$ cat config.mk
export PLATFORM = sky130hd
export DESIGN_NAME = qdivs_seq_flat
export DESIGN_NICKNAME = d
export VERILOG_FILES = /design/src/rtl/qdivs_seq_if.sv /design/src/rtl/qdivs_seq.sv /design/src/flat_wrapper.sv
export SDC_FILE = /design/constraint.sdc
export NUM_CORES = 1
export LEC_CHECK = 0
export BUFFER_PORTS_ARGS = -buffer_cell sky130_fd_sc_hd__buf_4
export CAP_MARGIN = 20
export CELL_PAD_IN_SITES_DETAIL_PLACEMENT = 1
export CELL_PAD_IN_SITES_GLOBAL_PLACEMENT = 2
export CORE_ASPECT_RATIO = 1.25
export CORE_MARGIN = 1.5
export CORE_UTILIZATION = 35
export DETAILED_ROUTE_END_ITERATION = 7
export GPL_TIMING_DRIVEN = 0
export PLACE_DENSITY_LB_ADDON = 0.08
export SLEW_MARGIN = 30
export SYNTH_ARGS = -nofsm -noshare
export SYNTH_HDL_FRONTEND = slang
export SYNTH_SLANG_ARGS = --single-unit
$ cat constraint.sdc
create_clock -name clk -period 2.3 [get_ports clk]
set_input_delay 0.345 -clock clk [delete_from_list [all_inputs] [get_ports clk]]
set_output_delay 0.345 -clock clk [all_outputs]
set_load 0.02 [all_outputs]
$ cat src/rtl/qdivs_seq_if.sv
// rtl/qdivs_seq_if.sv - start/busy/done handshake and operand/result bundle for qdivs_seq
//   start, a (divisor), b (dividend)      : requester -> divider
//   busy, done, y (quotient), div_zero    : divider -> requester
interface qdivs_seq_if #(
    parameter int N = 24
);
    logic         start;
    logic [7:0]   a;
    logic [N-1:0] b;
    logic         busy;
    logic         done;
    logic [N-1:0] y;
    logic         div_zero;

    modport master (output start, a, b, input busy, done, y, div_zero);
    modport slave  (input start, a, b, output busy, done, y, div_zero);
endinterface

$ cat src/rtl/qdivs_seq.sv
// rtl/qdivs_seq.sv - sequential restoring divider, signed-magnitude Q dividend by 8-bit unsigned divisor
//   clk    : clock, all state on rising edge
//   resetn : asynchronous active-low reset
//   bus    : qdivs_seq_if.slave (start, a, b in; busy, done, y, div_zero out)
//   Optional macro QDIVS_ROUND_EN: round half away from zero, one extra ROUND cycle.
module qdivs_seq #(
    parameter int N = 24,
    parameter int Q = 15
) (
    input  logic         clk,
    input  logic         resetn,
    qdivs_seq_if.slave   bus
);
    localparam int CW = $clog2(N);

    // Q does not change the arithmetic: input and output share the format.
    if (Q < 0 || Q > N - 1) begin : g_bad_q
        $error("qdivs_seq: Q must lie in 0..N-1");
    end

    typedef enum logic [1:0] {S_IDLE, S_DIV, S_ROUND} state_t;

    state_t        state_q, state_d;
    logic          sign_q, sign_d;
    logic [7:0]    div_q, div_d;
    logic [N-2:0]  quot_q, quot_d;
    logic [8:0]    rem_q, rem_d;
    logic [CW-1:0] cnt_q, cnt_d;
    logic          busy_q, busy_d;
    logic          done_q, done_d;
    logic [N-1:0]  y_q, y_d;
    logic          dz_q, dz_d;

    logic [9:0]    t;
    logic          t_ge;
    logic [8:0]    rem_step;
    logic [N-2:0]  quot_step;
    logic          fin;
    logic [N-2:0]  fin_mag;

    always_comb begin
        state_d = state_q;
        sign_d  = sign_q;
        div_d   = div_q;
        quot_d  = quot_q;
        rem_d   = rem_q;
        cnt_d   = cnt_q;
        busy_d  = busy_q;
        done_d  = 1'b0;
        y_d     = y_q;
        dz_d    = dz_q;
        fin     = 1'b0;
        fin_mag = quot_q;

        // One restoring step: bring the next dividend bit into the remainder.
        t         = {rem_q, quot_q[N-2]};
        t_ge      = (t >= {2'b00, div_q});
        rem_step  = t_ge ? 9'(t - {2'b00, div_q}) : t[8:0];
        quot_step = {quot_q[N-3:0], t_ge};

        case (state_q)
            S_IDLE: begin
                if (bus.start) begin
                    if (bus.a != 8'd0) begin
                        sign_d  = bus.b[N-1];
                        div_d   = bus.a;
                        quot_d  = bus.b[N-2:0];
                        rem_d   = 9'd0;
                        cnt_d   = CW'(N - 1);
                        busy_d  = 1'b1;
                        state_d = S_DIV;
                    end else begin
                        // Divide by zero completes on the accepting edge.
                        y_d    = {bus.b[N-1], {(N-1){1'b1}}};
                        dz_d   = 1'b1;
                        done_d = 1'b1;
                    end
                end
            end
            S_DIV: begin
                quot_d = quot_step;
                rem_d  = rem_step;
                cnt_d  = cnt_q - CW'(1);
                if (cnt_q == CW'(1)) begin
`ifdef QDIVS_ROUND_EN
                    state_d = S_ROUND;
`else
                    fin     = 1'b1;
                    fin_mag = quot_step;
`endif
                end
            end
            S_ROUND: begin
`ifdef QDIVS_ROUND_EN
                fin = 1'b1;
                // Half or more of the divisor left over rounds up; never wrap past all ones.
                if (({rem_q, 1'b0} >= {2'b00, div_q}) && !(&quot_q)) begin
                    fin_mag = quot_q + (N-1)'(1);
                end
`else
                state_d = S_IDLE;
                busy_d  = 1'b0;
`endif
            end
            default: begin
                state_d = S_IDLE;
                busy_d  = 1'b0;
            end
        endcase

        if (fin) begin
            // A zero magnitude is always reported as +0.
            y_d     = (fin_mag == '0) ? '0 : {sign_q, fin_mag};
            dz_d    = 1'b0;
            done_d  = 1'b1;
            busy_d  = 1'b0;
            state_d = S_IDLE;
        end
    end

    always_ff @(posedge clk or negedge resetn) begin
        if (!resetn) begin
            state_q <= S_IDLE;
            sign_q  <= 1'b0;
            div_q   <= 8'd0;
            quot_q  <= '0;
            rem_q   <= 9'd0;
            cnt_q   <= '0;
            busy_q  <= 1'b0;
            done_q  <= 1'b0;
            y_q     <= '0;
            dz_q    <= 1'b0;
        end else begin
            state_q <= state_d;
            sign_q  <= sign_d;
            div_q   <= div_d;
            quot_q  <= quot_d;
            rem_q   <= rem_d;
            cnt_q   <= cnt_d;
            busy_q  <= busy_d;
            done_q  <= done_d;
            y_q     <= y_d;
            dz_q    <= dz_d;
        end
    end

    assign bus.busy     = busy_q;
    assign bus.done     = done_q;
    assign bus.y        = y_q;
    assign bus.div_zero = dz_q;
endmodule

$ cat src/flat_wrapper.sv
// flat-port wrapper written by rule: the top's interface ports become plain ports
module qdivs_seq_flat 
#(
    parameter int N = 24,
    parameter int Q = 15
)
  (clk, resetn, bus_start, bus_a, bus_b, bus_busy, bus_done, bus_y, bus_div_zero);
  qdivs_seq_if #(.N(N)) bus_i ();
  input  logic clk;
  input  logic resetn;
  input wire logic [$bits(bus_i.start)-1:0] bus_start;
  input wire logic [$bits(bus_i.a)-1:0] bus_a;
  input wire logic [$bits(bus_i.b)-1:0] bus_b;
  output wire logic [$bits(bus_i.busy)-1:0] bus_busy;
  output wire logic [$bits(bus_i.done)-1:0] bus_done;
  output wire logic [$bits(bus_i.y)-1:0] bus_y;
  output wire logic [$bits(bus_i.div_zero)-1:0] bus_div_zero;
  assign bus_i.start = bus_start;
  assign bus_i.a = bus_a;
  assign bus_i.b = bus_b;
  assign bus_busy = bus_i.busy;
  assign bus_done = bus_i.done;
  assign bus_y = bus_i.y;
  assign bus_div_zero = bus_i.div_zero;
  qdivs_seq #(.N(N), .Q(Q)) u_core (.clk(clk), .resetn(resetn), .bus(bus_i));
endmodule
==> run metrics <==
Synth Net Count=432; grt total ovfl=0; distinct cell type count after synthesis=51; R2R cell count=7; Post-synth ARST share=100%; Vias=3159; die width=94.7 um; flops & latches, synth=73; clock share of power=20.1%; crit path DAT=2.44 ns; vias in the first global route=3334; IO Pins=62; drt wl/cell=18.1 um; Synth area leaders=dfrtp_1 (50%), nand2_1 (9.1%), mux2i_1 (6.3%), o21ai_0 (4.9%), ha_1 (3.4%); WHS=0.000891 ns; Port-buffer cells=61; Combinational Power Share=48.2%; Worst setup EP type=flop; register area share after synthesis=49.6%; DR pass1 iterations=4; largest net degree at the start of global routing=43; setup violators final=0; dpl hpwl=7850 um; Setup CP Type=reg2reg; EDFF count, synth=0; Layout Skew=0.00680 ns; first-pass GRT wire length=17600 um; Clock transition at path regs=0.06 ns; Final period util=95.8%; most numerous cell in the Yosys netlist=nand2_1; largest area contributor in the netlist=dfrtp_1; internal power=4.63 mW; Switch Pwr=3.26 mW; via density per instance=5.33; initial antenna violation count=0; Final nets=505; clock root buffer master=clkbuf_16; Worst setup SP type=flop; deepest clock path buffer count=2; # fillers=1193; # DRC=0; min Tclk post-route=2.20 ns; Hold Path Class=in2async; Tot GR Track Use=20.6%; Max-Cap Viols=0; Worst-Skew Late Latency=0.33 ns; DRT iter0 DRCs=148; synth cell count leaders=nand2_1 (89), dfrtp_1 (73), o21ai_0 (36); Power Total=7.88 mW; post-layout worst setup margin=0.0957 ns; Worst Tran Pin Value=0.573 ns; dpl cell area=4320 um2; leakage=2.21 nW; Netlist Area Pre-Place=3680 um2; Switching Share=41.3%; starting density of the core=36.2%; RSZ-0062 raised after global routing=true; CTS tree=done; Post-CTS Setup Bufs=0; CTS Sinks=73; max frequency=454 MHz; post-synth top area share=49.6%; CTS Buf Count=9; dpl cells=577; finished layout cell area=4690 um2; gp weighted congestion=0.788; Cells after Synth=386; die area=11100 um2; worst rel slew slack=61.7%; worst slack, placed=-0.0678 ns; Syn. warnings=0; Cell Rows=41; Total Wirelength=10700 um; Final ANT Viol Nets=0; core area=10200 um2; P&R area growth vs syn=27.4%; sequential share of power=31.7%; top_reg_cell synth=dfrtp_1; Die Height=118 um; Pwr Density=1680 nW/um2; average size of a mapped cell=9.53 um2; Inserted Diodes=0; Peak VDD IR=706 uV; final hold viol count=0; share of layout cells above drive strength 1=22.0%; fin. max-slew vios=0; status=complete, no violations; Worst EP required=2.53 ns; H-tree levels=3; Finished Layout Cells=593; CP Max Fanout=7
==> through the flow <==
step	utilization [%]	setup TNS, ns
finish	46.1	0
detailed placement	42.5	-0.0678
CTS	46.0	0
floorplan	-	0
global placement	42.3	0
global route	46.1	-0.00252
==> flip-flops by register name, indices dropped and copies added (netlist names) <==
register / flops
u_core.bus.y: 24
u_core.quot_q: 23
u_core.rem_q: 9
u_core.div_q: 8
u_core.cnt_q: 5
u_core.bus.div_zero: 1
u_core.bus.done: 1
u_core.sign_q: 1
u_core.state_q: 1
==> cells in the final DEF, fill, tap and decap left out, drive strengths merged, types with 2 or more instances in the layout <==
cell,instances
dfrtp,73
and2,2
xor2,4
clkbuf,25
nor4,8
ha,10
o221ai,3
nor2b,3
inv,16
o21ai,37
or2,3
o211ai,4
a21oi,8
nor2,16
nand2,89
buf,68
nand3b,2
a22oi,2
nand4,9
clkinv,2
o311ai,4
or4,2
o22ai,2
mux2i,23
nor3,2
nand2b,4
nand3,23
bufinv,2
mux2,2
a21boi,2
==> critical path, cell delays in order, from the launching register on <==
cell	delay, ns
dfrtp_1	0.41
ha_1	0.22
fa_1	0.39
and2b_2	0.26
o221ai_4	0.15
a2bb2oi_4	0.25
nor2_2	0.13
o311ai_1	0.27
==> final cells by class <==
| cell class | count | area, um2 | area share (%) |
|---|---|---|---|
| clock inverters | 4 | 73.8 | 1.58 |
| repair buffers | 62 | 478 | 10.2 |
| flip-flops and latches | 73 | 1830 | 39.0 |
| clock buffers | 12 | 267 | 5.69 |
| inverters | 16 | 60.1 | 1.28 |
| well taps | 129 | 161 | 3.44 |
| multi-input cells | 278 | 1720 | 36.8 |
| plain buffers | 19 | 96.3 | 2.06 |
==> power groups by stage <==
stage	Clock, mW	Sequential (mW)	Combinational (mW)
floorplan	0	2.63	2.31
global placement	0	2.51	3.59
detailed placement	0	2.52	3.70
CTS	1.61	2.51	3.78
global route	1.66	2.59	4.21
finish	1.59	2.50	3.80
==> cell families after synthesis <==
group | count (synthesis) | share of synthesized area, %
buf+inv | 35 | 4.25
fa+ha+maj | 11 | 3.94
flops | 73 | 49.6
xor+xnor | 5 | 1.19
mux | 25 | 6.87
simple gates | 166 | 21.1
compound gates | 71 | 13.0
==> worst paths after layout <==
| path | startpoint | endpoint | slack, ns |
|---|---|---|---|
| min in group clk | bus_a[1] | u_core.div_q[1]$_DFFE_PN0P_ | 0.23 |
| worst max register to register | u_core.div_q[0]$_DFFE_PN0P_ | u_core.rem_q[4]$_DFFE_PN0P_ | 0.1 |
| max in group asynchronous | resetn | u_core.cnt_q[0]$_DFFE_PN0P_ | 1.71 |
| worst min-delay path | resetn | u_core.div_q[5]$_DFFE_PN0P_ | 0.0009 |
| worst min register to register | u_core.bus.div_zero$_DFFE_PN0P_ | u_core.bus.div_zero$_DFFE_PN0P_ | 0.49 |
| worst max-delay path | u_core.div_q[0]$_DFFE_PN0P_ | u_core.rem_q[4]$_DFFE_PN0P_ | 0.1 |
==> per-layer routing <==
layer  vias up  share of wire [%]  GRT usage [%]  routed length [um]
met5         -                  0              0                   0
met4         0                1.9           6.90                 206
met3        12                3.5           3.94                 380
met2        60                 50           33.9                5380
met1      1596                 44           26.8                4750
li1       1491                  -              -                   -
==> what timing repair did <==
item                                    in CTS  in global routing
cloned                                       0                  0
hold buffers                                 0                  0
endpoints found under the setup margin       2                  4
gates resized for setup                      1                  4
hold endpoints to repair                     0                  0
pin swaps                                    1                  2
No activity file was read; power rests on OpenSTA's default activity.
